[src/rtl/genpad_pkg.sv]
// genpad_pkg: shared types and constants for the Genesis/Master System pad poll sequencer.
//   - genpad_type_e   : classified pad type (MS, 3-button, 6-button)
//   - genpad_state_e  : poll sequencer FSM states
//   - BTN_*           : bit positions in the 12-bit decoded button word {Z,Y,X,M,S,C,B,A,U,D,L,R}
//   - PHASE_*         : SELECT phase numbers at which pins are captured
//   - genpad_mask()   : buttons that exist on a given pad type
package genpad_pkg;

  typedef enum logic [1:0] {
    GENPAD_MS = 2'b00,
    GENPAD_3B = 2'b01,
    GENPAD_6B = 2'b10
  } genpad_type_e;

  typedef enum logic [1:0] {
    StIdle,
    StPhase,
    StGap,
    StCommit
  } genpad_state_e;

  localparam int unsigned BTN_R = 0;
  localparam int unsigned BTN_L = 1;
  localparam int unsigned BTN_D = 2;
  localparam int unsigned BTN_U = 3;
  localparam int unsigned BTN_A = 4;
  localparam int unsigned BTN_B = 5;
  localparam int unsigned BTN_C = 6;
  localparam int unsigned BTN_S = 7;
  localparam int unsigned BTN_M = 8;
  localparam int unsigned BTN_X = 9;
  localparam int unsigned BTN_Y = 10;
  localparam int unsigned BTN_Z = 11;

  localparam logic [2:0] PHASE_BASE    = 3'd0;  // U,D,L,R,B,C
  localparam logic [2:0] PHASE_GENESIS = 3'd1;  // Genesis detect, A, Start
  localparam logic [2:0] PHASE_SIXBTN  = 3'd5;  // 6-button detect
  localparam logic [2:0] PHASE_EXT     = 3'd6;  // Z,Y,X,Mode
  localparam logic [2:0] PHASE_LAST    = 3'd7;

  // MS pads have no A/Start and no extended buttons; 3-button pads lack Z,Y,X,Mode.
  localparam logic [11:0] MASK_MS = 12'h06F;
  localparam logic [11:0] MASK_3B = 12'h0FF;
  localparam logic [11:0] MASK_6B = 12'hFFF;

  function automatic logic [11:0] genpad_mask(input genpad_type_e pad_type);
    logic [11:0] mask;
    case (pad_type)
      GENPAD_3B: mask = MASK_3B;
      GENPAD_6B: mask = MASK_6B;
      default:   mask = MASK_MS;
    endcase
    return mask;
  endfunction

endpackage

[src/rtl/genpad_phase_decoder.sv]
// genpad_phase_decoder: per-port shadow capture of pad pins and pad-type classification.
// Ports:
//   i_clk, i_rst_n   clock, asynchronous active-low reset
//   i_sample         1 on the last cycle of a SELECT phase for this port
//   i_phase          current SELECT phase number (0..7)
//   i_pins           raw pad pins {C/Start, B/A, Up/Z, Down/Y, Left/X, Right/Mode}, active-low
//   o_type           classified pad type
//   o_decoded        masked active-high buttons {Z,Y,X,M,S,C,B,A,U,D,L,R}
module genpad_phase_decoder
  import genpad_pkg::*;
(
  input  logic         i_clk,
  input  logic         i_rst_n,
  input  logic         i_sample,
  input  logic [2:0]   i_phase,
  input  logic [5:0]   i_pins,
  output genpad_type_e o_type,
  output logic [11:0]  o_decoded
);

  logic [11:0]  r_btn;
  logic         r_genesis;
  logic         r_sixbtn;
  genpad_type_e w_type;

  always_ff @(posedge i_clk or negedge i_rst_n) begin
    if (!i_rst_n) begin
      r_btn     <= '0;
      r_genesis <= 1'b0;
      r_sixbtn  <= 1'b0;
    end else if (i_sample) begin
      case (i_phase)
        PHASE_BASE: begin
          r_btn[BTN_U] <= ~i_pins[3];
          r_btn[BTN_D] <= ~i_pins[2];
          r_btn[BTN_L] <= ~i_pins[1];
          r_btn[BTN_R] <= ~i_pins[0];
          r_btn[BTN_B] <= ~i_pins[4];
          r_btn[BTN_C] <= ~i_pins[5];
        end
        PHASE_GENESIS: begin
          // Genesis pads pull Left/Right low while SELECT is low; MS pads cannot.
          r_genesis    <= (i_pins[1:0] == 2'b00);
          r_btn[BTN_A] <= ~i_pins[4];
          r_btn[BTN_S] <= ~i_pins[5];
        end
        PHASE_SIXBTN: begin
          r_sixbtn <= (i_pins[3:0] == 4'b0000);
        end
        PHASE_EXT: begin
          // Extended buttons only appear on this phase for a 6-button pad.
          if (r_sixbtn) begin
            r_btn[BTN_Z] <= ~i_pins[3];
            r_btn[BTN_Y] <= ~i_pins[2];
            r_btn[BTN_X] <= ~i_pins[1];
            r_btn[BTN_M] <= ~i_pins[0];
          end
        end
        default: ;
      endcase
    end
  end

  always_comb begin
    w_type = GENPAD_MS;
    if (r_genesis) begin
      w_type = r_sixbtn ? GENPAD_6B : GENPAD_3B;
    end
  end

  // Stale extended bits from an earlier 6-button poll are removed by the mask.
  assign o_type    = w_type;
  assign o_decoded = r_btn & genpad_mask(w_type);

endmodule

[src/rtl/genpad_poll_sequencer.sv]
// genpad_poll_sequencer: frame-synchronous poll scheduler for up to two Genesis/MS pad ports.
// On an accepted VSync rising edge it runs 8 SELECT phases per port, samples the pins at the
// end of each phase, and commits both ports' type and buttons together with a 1-cycle oVALID.
// Build option: define GENPAD_SECOND_PORT_EN for two-port operation; without it only port 0 is
// polled and the port 1 outputs are tied off (SELECT 1, TYPE 00, DECODED 0).
// Ports:
//   iCLK, iRST_N             clock, asynchronous active-low reset
//   iVSYNC                   asynchronous frame sync, active-high
//   iGENPAD0/1               pad pins, active-low
//   oGENPAD0/1_SELECT        pad SELECT lines
//   oGENPAD0/1_TYPE          00 MS, 01 3-button, 10 6-button
//   oGENPAD0/1_DECODED       active-high buttons {Z,Y,X,M,S,C,B,A,U,D,L,R}
//   oVALID                   1-cycle pulse when new results are committed
//   oBUSY                    high while a poll is in progress
module genpad_poll_sequencer
  import genpad_pkg::*;
#(
  parameter int unsigned SETTLE_CYC     = 50,
  parameter int unsigned PORT_GAP_CYC   = 100,
  parameter int unsigned REPOLL_MIN_CYC = 90000
) (
  input  logic        iCLK,
  input  logic        iRST_N,
  input  logic        iVSYNC,
  input  logic [5:0]  iGENPAD0,
  input  logic [5:0]  iGENPAD1,
  output logic        oGENPAD0_SELECT,
  output logic        oGENPAD1_SELECT,
  output logic [1:0]  oGENPAD0_TYPE,
  output logic [1:0]  oGENPAD1_TYPE,
  output logic [11:0] oGENPAD0_DECODED,
  output logic [11:0] oGENPAD1_DECODED,
  output logic        oVALID,
  output logic        oBUSY
);

  localparam int unsigned CNT_MAX = (SETTLE_CYC > PORT_GAP_CYC) ? SETTLE_CYC : PORT_GAP_CYC;
  localparam int unsigned CNT_W   = $clog2(CNT_MAX + 1);

  localparam logic [CNT_W-1:0] SETTLE_LAST = CNT_W'(SETTLE_CYC - 1);
  localparam logic [CNT_W-1:0] GAP_LAST    = CNT_W'(PORT_GAP_CYC - 1);
  localparam logic [16:0]      REPOLL_MIN  = 17'(REPOLL_MIN_CYC);

  // VSync synchroniser and edge detect
  logic r_vs_meta;
  logic r_vs_sync;
  logic r_vs_prev;
  logic w_vs_rise;

  // Sequencer state
  genpad_state_e    r_state;
  genpad_state_e    w_state_d;
  logic             r_port;
  logic             w_port_d;
  logic [2:0]       r_phase;
  logic [2:0]       w_phase_d;
  logic [CNT_W-1:0] r_cnt;
  logic [CNT_W-1:0] w_cnt_d;
  logic [16:0]      r_repoll;

  logic w_phase_end;
  logic w_gap_end;
  logic w_start;
  logic w_sample;
  logic w_commit_load;
  logic w_sel0_d;

  // Port 0 results and SELECT
  logic         r_sel0;
  genpad_type_e r_type0;
  logic [11:0]  r_dec0;
  genpad_type_e w_type0;
  logic [11:0]  w_dec0;

  logic r_valid;
  logic r_busy;

  always_ff @(posedge iCLK or negedge iRST_N) begin
    if (!iRST_N) begin
      r_vs_meta <= 1'b0;
      r_vs_sync <= 1'b0;
      r_vs_prev <= 1'b0;
    end else begin
      r_vs_meta <= iVSYNC;
      r_vs_sync <= r_vs_meta;
      r_vs_prev <= r_vs_sync;
    end
  end

  assign w_vs_rise = r_vs_sync & ~r_vs_prev;

  assign w_phase_end = (r_cnt == SETTLE_LAST);
  assign w_gap_end   = (r_cnt == GAP_LAST);
  // Edges that arrive while busy or inside the repoll hold-off are simply dropped.
  assign w_start     = (r_state == StIdle) && w_vs_rise && (r_repoll >= REPOLL_MIN);
  assign w_sample    = (r_state == StPhase) && w_phase_end;

  always_comb begin
    w_state_d = r_state;
    w_port_d  = r_port;
    w_phase_d = r_phase;
    w_cnt_d   = r_cnt;
    case (r_state)
      StIdle: begin
        if (w_start) begin
          w_state_d = StPhase;
          w_port_d  = 1'b0;
          w_phase_d = PHASE_BASE;
          w_cnt_d   = '0;
        end
      end
      StPhase: begin
        if (w_phase_end) begin
          w_cnt_d = '0;
          if (r_phase == PHASE_LAST) begin
`ifdef GENPAD_SECOND_PORT_EN
            w_state_d = (r_port == 1'b0) ? StGap : StCommit;
`else
            w_state_d = StCommit;
`endif
          end else begin
            w_phase_d = r_phase + 3'd1;
          end
        end else begin
          w_cnt_d = r_cnt + 1'b1;
        end
      end
      StGap: begin
        if (w_gap_end) begin
          w_state_d = StPhase;
          w_port_d  = 1'b1;
          w_phase_d = PHASE_BASE;
          w_cnt_d   = '0;
        end else begin
          w_cnt_d = r_cnt + 1'b1;
        end
      end
      StCommit: begin
        w_state_d = StIdle;
      end
      default: begin
        w_state_d = StIdle;
      end
    endcase
  end

  always_ff @(posedge iCLK or negedge iRST_N) begin
    if (!iRST_N) begin
      r_state <= StIdle;
      r_port  <= 1'b0;
      r_phase <= PHASE_BASE;
      r_cnt   <= '0;
    end else begin
      r_state <= w_state_d;
      r_port  <= w_port_d;
      r_phase <= w_phase_d;
      r_cnt   <= w_cnt_d;
    end
  end

  // Counts idle time since the last commit; a new poll needs a full hold-off.
  always_ff @(posedge iCLK or negedge iRST_N) begin
    if (!iRST_N) begin
      r_repoll <= '0;
    end else if (r_state == StCommit) begin
      r_repoll <= '0;
    end else if ((r_state == StIdle) && (r_repoll < REPOLL_MIN)) begin
      r_repoll <= r_repoll + 17'd1;
    end
  end

  // SELECT is high on even phases, low on odd phases, high whenever the port is not active.
  assign w_sel0_d = ~((w_state_d == StPhase) && (w_port_d == 1'b0) && w_phase_d[0]);

  // Results are loaded on the edge entering COMMIT so they appear with oVALID.
  assign w_commit_load = (r_state != StCommit) && (w_state_d == StCommit);

  genpad_phase_decoder u_dec0 (
    .i_clk     (iCLK),
    .i_rst_n   (iRST_N),
    .i_sample  (w_sample && (r_port == 1'b0)),
    .i_phase   (r_phase),
    .i_pins    (iGENPAD0),
    .o_type    (w_type0),
    .o_decoded (w_dec0)
  );

  always_ff @(posedge iCLK or negedge iRST_N) begin
    if (!iRST_N) begin
      r_sel0  <= 1'b1;
      r_type0 <= GENPAD_MS;
      r_dec0  <= '0;
      r_valid <= 1'b0;
      r_busy  <= 1'b0;
    end else begin
      r_sel0  <= w_sel0_d;
      r_valid <= (w_state_d == StCommit);
      r_busy  <= (w_state_d != StIdle);
      if (w_commit_load) begin
        r_type0 <= w_type0;
        r_dec0  <= w_dec0;
      end
    end
  end

  assign oGENPAD0_SELECT  = r_sel0;
  assign oGENPAD0_TYPE    = r_type0;
  assign oGENPAD0_DECODED = r_dec0;
  assign oVALID           = r_valid;
  assign oBUSY            = r_busy;

`ifdef GENPAD_SECOND_PORT_EN
  logic         r_sel1;
  genpad_type_e r_type1;
  logic [11:0]  r_dec1;
  genpad_type_e w_type1;
  logic [11:0]  w_dec1;
  logic         w_sel1_d;

  assign w_sel1_d = ~((w_state_d == StPhase) && (w_port_d == 1'b1) && w_phase_d[0]);

  genpad_phase_decoder u_dec1 (
    .i_clk     (iCLK),
    .i_rst_n   (iRST_N),
    .i_sample  (w_sample && (r_port == 1'b1)),
    .i_phase   (r_phase),
    .i_pins    (iGENPAD1),
    .o_type    (w_type1),
    .o_decoded (w_dec1)
  );

  always_ff @(posedge iCLK or negedge iRST_N) begin
    if (!iRST_N) begin
      r_sel1  <= 1'b1;
      r_type1 <= GENPAD_MS;
      r_dec1  <= '0;
    end else begin
      r_sel1 <= w_sel1_d;
      if (w_commit_load) begin
        r_type1 <= w_type1;
        r_dec1  <= w_dec1;
      end
    end
  end

  assign oGENPAD1_SELECT  = r_sel1;
  assign oGENPAD1_TYPE    = r_type1;
  assign oGENPAD1_DECODED = r_dec1;
`else
  logic w_unused_pad1;
  assign w_unused_pad1 = ^iGENPAD1;

  assign oGENPAD1_SELECT  = 1'b1;
  assign oGENPAD1_TYPE    = GENPAD_MS;
  assign oGENPAD1_DECODED = '0;
`endif

endmodule

[config.mk]
export PLATFORM = sky130hd
export DESIGN_NAME = genpad_poll_sequencer
export DESIGN_NICKNAME = d
export VERILOG_FILES = /design/src/rtl/genpad_pkg.sv /design/src/rtl/genpad_phase_decoder.sv /design/src/rtl/genpad_poll_sequencer.sv
export SDC_FILE = /design/constraint.sdc
export NUM_CORES = 1
export LEC_CHECK = 0
export CORE_ASPECT_RATIO = 0.9
export CORE_MARGIN = 1
export CORE_UTILIZATION = 50
export DETAILED_ROUTE_END_ITERATION = 16
export GPL_TIMING_DRIVEN = 0
export PLACE_DENSITY_LB_ADDON = 0.25
export SYNTH_ARGS = -nofsm -noshare
export SYNTH_HDL_FRONTEND = slang
export SYNTH_HIERARCHICAL = 1
export SYNTH_SLANG_ARGS = --single-unit
[constraint.sdc]
create_clock -name iCLK -period 3.2 [get_ports iCLK]
set_clock_uncertainty 0.05 [all_clocks]
set_input_delay 0.48 -clock iCLK [delete_from_list [all_inputs] [get_ports iCLK]]
set_output_delay 0.48 -clock iCLK [all_outputs]
set_load 0.02 [all_outputs]
* Word level (Yosys, flattened, before mapping)
Cells that the tools add are included.
Storage, ports and cells: flip-flop bits (word level) 64
Cells by class: $add $sub $neg 3, order comparisons 2, equal/unequal tests 18, multiplexer cells 22, bitwise gates (word level) 12, reductions and logical operators 21
Operator list (count):
- 17-bit 2-to-1 mux | 2
- 12-bit one-hot mux with 2 select lines | 1
- 7-bit 2-to-1 mux | 3
- 7-bit one-hot mux with 3 select lines | 1
- 17-bit by 1-bit adder with 17-bit output (second input constant) | 1
- 17-bit >= comparator (second input constant) | 1
- 17-bit < comparator (second input constant) | 1
- 12-bit AND | 1
- 2-bit 2-to-1 mux | 6
- 3-bit 2-to-1 mux | 4
- 2-bit inequality test (second input constant) | 5
- 1-bit inverter | 10
- 3-bit == test (second input constant) | 3
- 3-bit one-hot mux with 3 select lines | 1
- 2-bit == test (second input constant) | 4
- 1-bit logical AND | 8
- 2-bit one-hot mux with 4 select lines | 1
- 2-bit AND reduction | 4
- 7-bit by 1-bit adder with 7-bit output (second input constant) | 1
- 7-bit by 6-bit == test with 1-bit output (second input constant) | 1
- 7-bit == test (second input constant) | 1
- 2-bit by 1-bit == test with 1-bit output (second input constant) | 3
- 5-bit AND reduction | 1
- 2-bit logical NOT | 2
- 10 further kinds | 12

* Longest topological paths before layout
depth after elaboration 10, gate-level depth with buffers 9, mapped depth without buffers 8

* Hierarchy
The synthesis kept the hierarchy.
Modules (own cells, without submodules):
- genpad_poll_sequencer | instances 1, cells an instance 259, area an instance 2690.1 µm², sequential area each 1252.5 µm²
- genpad_phase_decoder | instances 1, cells an instance 64, area an instance 696.9 µm², sequential area each 350.3 µm²

* Worst setup path before layout
OpenSTA, ideal clock, no wires.
kind reg-to-reg, start reg r_state[1], end reg r_dec0[0], in the netlist oGENPAD0_DECODED[0], library setup time 0.125 ns, data arrival time 2.366 ns, setup slack 0.659 ns, cell stages (with the launch flop) 9, buffers on the path 1, period minus slack after synthesis 2.541 ns, cells stage by stage dfrtp_1 -> inv_1 -> ha_1 -> inv_1 -> or3_4 -> o311a_4 -> a2111oi_4 -> buf_6 -> mux2_2
Between the ends: longest elaborated chain between the ends 7
RTL lines:
- from (decl) | line genpad_poll_sequencer.sv:51 | genpad_state_e r_state;
- from (signal assigned) | line genpad_poll_sequencer.sv:149 | r_state <= StIdle;
- from (signal assigned) | line genpad_poll_sequencer.sv:154 | r_state <= w_state_d;
- 2-bit logical NOT | line genpad_poll_sequencer.sv:95, genpad_poll_sequencer.sv:103
- 1-bit logical AND (2 in series) | line genpad_poll_sequencer.sv:95 | assign w_start = (r_state == StIdle) && w_vs_rise && (r_repoll >= REPOLL_MIN);
- 2-bit 2-to-1 mux | line genpad_poll_sequencer.sv:105 | if (w_start) begin
- 2-bit one-hot mux with 4 select lines | line genpad_poll_sequencer.sv:103 | case (r_state)
- 2-bit == test | line genpad_poll_sequencer.sv:176 | assign w_commit_load = (r_state != StCommit) && (w_state_d == StCommit);
- 1-bit logical AND * | line genpad_poll_sequencer.sv:176
- to (signal assigned) | line genpad_poll_sequencer.sv:201 | r_dec0 <= w_dec0;
- to (decl) | line genpad_poll_sequencer.sv:71 | logic [11:0] r_dec0;
Mark *: on every way between the ends. The rest lies on a longest branch, timed or not. A chain may end at the register's enable or synchronous reset.

* Worst setup path after layout
start reg r_state[1], end reg r_type0[0], in the netlist oGENPAD0_TYPE[0]
Between the ends: longest elaborated chain between the ends 7
RTL lines:
- 2-bit logical NOT | line genpad_poll_sequencer.sv:95, genpad_poll_sequencer.sv:103
- 1-bit logical AND (2 in series) | line genpad_poll_sequencer.sv:95
- 2-bit 2-to-1 mux | line genpad_poll_sequencer.sv:105
- 2-bit one-hot mux with 4 select lines | line genpad_poll_sequencer.sv:103
- 2-bit == test | line genpad_poll_sequencer.sv:176
- 1-bit logical AND * | line genpad_poll_sequencer.sv:176
- to (signal assigned) | line genpad_poll_sequencer.sv:200 | r_type0 <= w_type0;
- to (decl) | line genpad_poll_sequencer.sv:70 | genpad_type_e r_type0;
Marks and branches as above.

==> key figures <==
Logic synthesis
  • Ys flop type: dfrtp_1
  • Yosys Warn Count: 6
  • Post-synth EDFFs: 0
  • Most common cell in the netlist: dfrtp_1
  • Number of cells produced by synthesis: 323
  • Synth area leaders: dfrtp_1 (47%), mux2_2 (6.6%), buf_4 (4.7%)
  • Syn avg cell area: 10.49 um^2
  • Post-synth ARST share: 1.000
  • Distinct cells, synth: between 50 and 60
  • Synth Register Bits: 64
  • Synth area leader: dfrtp_1
  • Yosys top cell area share: 0.4655
  • Mapped Area: approximately 0.0034 mm^2
  • Part of the Yosys area used for sequential elements: 0.4732
  • Synth cell count leaders: dfrtp_1 (63), nor2_1 (26), inv_1 (22), buf_4 (21), mux2_2 (20)

STA
  • Final Cycle Share: 0.8912
  • Worst-Margin Slew: 788.8 ps
  • Max_slew headroom: 0.4741
  • Final Setup Violations: 0
  • Max Clk Rate: approximately 350 MHz
  • Slew Limit Fails: 0
  • Endpoints failing hold: 0
  • Final min period: roughly 2900 ps
  • RSZ-0062 raised after global routing: false
  • Final hold slack: around 170 ps
  • Setup ws final: ~350 ps

Die
  • Die span in x: just under 90 um
  • Die Footprint: ~0.0071 mm^2
  • Row Count: 28
  • Initial Util: 0.5170
  • Number of I/O pins: 47
  • Core area: between 0.006 and 0.007 mm^2
  • Die Ht: approximately 80 um

Finish
  • NumNets Final: 397
  • Area Growth Syn to Fin: 18.21%
  • Final Instance Area: 0.004004 mm^2
  • Antenna Cells: 0
  • Share of cells above drive strength 1: 0.2261

Status
  • Outcome: complete, but fails checks
  • Failing checks: design-rule violations

Drt
  • Via total after detailed routing: 2384
  • # DRC: 1
  • Drt first pass iters: 10
  • Initial DRC Count: 86
  • Wire length per cell: approximately 13 um
  • Post-route ant nets: 0
  • Vias per std cell: roughly 5
  • Final wirelength: 6019 um

Placement
  • RD Place Congestion: around 0.84
  • Pre-CTS WS: about 380 ps
  • IO Port Bufs: 25
  • Dpl hpwl: approximately 4300 um
  • Placed cell areas: between 0.003 and 0.004 mm^2

Power
  • Leakage power: 1.840 nW
  • Power Dens Cells: ~400 mW/mm^2
  • Max VDD drop: 368.0 uV

Global route
  • Initial antenna violation count: 0
  • Gr ovfl total: 0
  • Vias in the first global route: between 2k and 2.5k
  • First-pass GRT wire length: roughly 10000 um
  • GR Util All Layers: 0.1950
  • Pin count of the biggest net entering global routing: 65

Clock tree
  • Clk sinks: between 60 and 70
  • Clk Latency, worst-skew pair: roughly 340 ps
  • CTS Root Cell: clkbuf_8
  • CTS Buf Count: 9
  • Clock Tree Buf Depth: 2
  • H-tree depth: 3
  • CTS tree: built
  • Cts hold-fix bufs: 0
  • Postcts setup bufs: 0
  • CTS resizes: 0
  • Clk slew on worst S/H paths: approximately 70 ps

Worst setup path
  • Crit path required time: ~3400 ps
  • Reg-to-reg endpoint: oGENPAD0_TYPE[0]
  • Crit Path Class: reg2reg
  • Worst EP arrival: 3030 ps
  • Reg2reg start: r_state[1]
  • CP startpoint kind: flip-flop
  • R2r setup slk: 350 ps
  • FF-to-FF path depth: 8
  • Critical path launch point: r_state[1]
  • CP endpoint kind: flip-flop
  • Critical path fanouts, max: 10

Flow run
  • Max Cap Viol: 0

Hold path
  • Hold Crit Class: in2async
-- how the worst max path moves through the flow --
stage / end / slack, ps / cells after the start
global placement: r_repoll[5] / -520 / 1
detailed placement: oGENPAD0_DECODED[11] / 380 / 8
floorplan: oGENPAD0_DECODED[0] / 660 / 8
global route: r_repoll[10] / 180 / 8
CTS: oGENPAD0_TYPE[0] / 350 / 8
finish: oGENPAD0_TYPE[0] / 350 / 8
-- cells in the final DEF (no fill, tap or decap), drive strengths merged, types with 2 or more instances in the layout --
master / n
conb: 15
clkbuf: 14
o21ai: 15
and3: 4
a22o: 2
a21oi: 15
ha: 10
nor4: 2
nand4: 6
and2: 6
nor4b: 4
clkdlybuf4s50: 24
nand2b: 6
or3: 2
nor3: 4
buf: 25
nand2: 22
nand3: 11
inv: 23
o22ai: 4
nor2b: 7
nand4b: 2
o31ai: 4
or4b: 2
xnor2: 6
dfrtp: 63
a31o: 3
nor2: 26
bufinv: 2
o2111ai: 2
or2: 3
mux2i: 4
mux2: 20
and4: 3
clkinv: 3
-- cell families after synthesis --
| family | Yosys count | share of synthesized area |
|---|---|---|
| buffers and inverters | 51 | 0.08459 |
| muxes | 24 | 0.07832 |
| DFF | 64 | 0.4732 |
| xor gates and xnor gates | 7 | 0.01810 |
| adders and majority gates | 10 | 0.03694 |
| and+or+nand+nor | 115 | 0.1987 |
| other | 2 | 0.002217 |
| AOI/OAI and AO/OA | 50 | 0.1079 |
-- power by group --
group          switching [mW]  leakage (nW)  internal, mW
Sequential            0.00189         0.813         0.813
Clock                   0.305         0.109         0.432
Combinational          0.0408         0.918        0.0239
-- per-stage QoR --
step	total power, mW	setup TNS (ps)	cells	util
after floorplan	0.8661	0	336	-
after global placement	0.8967	-32410	451	0.5798
after detailed placement	0.8964	0	451	0.5795
after CTS	1.647	0	466	0.6112
after global routing	1.694	0	466	0.6112
final	1.618	0	466	0.6112
-- final cells by class --
class | count | area, um^2
tap | 90 | 112.6
buffer | 29 | 203.9
fill | 553 | 2547
inverter | 22 | 82.58
timing repair buffer | 25 | 247.7
multi-input combinational | 221 | 1546
clock buffer | 9 | 123.9
sequential | 64 | 1603
clock inverter | 6 | 83.83
-- flip-flops by register name, summed over array words and instances (netlist names), 2 cells and up --
| signal | count |
|---|---|
| r_cnt | 7 |
| oGENPAD0_TYPE | 2 |
| oGENPAD0_DECODED | 12 |
| r_state | 2 |
| u_dec0/r_btn | 12 |
| r_repoll | 17 |
| r_phase | 3 |
-- worst max-delay path, cell delays in order (launching register included) --
cell	delay [ps]
dfrtp_1	460
inv_1	110
ha_1	230
inv_1	60
or3_4	400
o311a_4	340
a2111oi_4	520
buf_6	230
mux2_2	350
-- layer usage --
| layer | global-route usage | up-vias | part of all wire | wire, um |
|---|---|---|---|---|
| met4 | 0.07258 | 0 | 0.0066 | 40 |
| met2 | 0.2838 | 58 | 0.48 | 2865 |
| met1 | 0.2731 | 1135 | 0.47 | 2805 |
| met5 | 0 | - | 0 | 0 |
| li1 | - | 1187 | - | - |
| met3 | 0.05858 | 4 | 0.051 | 307 |
Power figures use the tool's default switching activity.
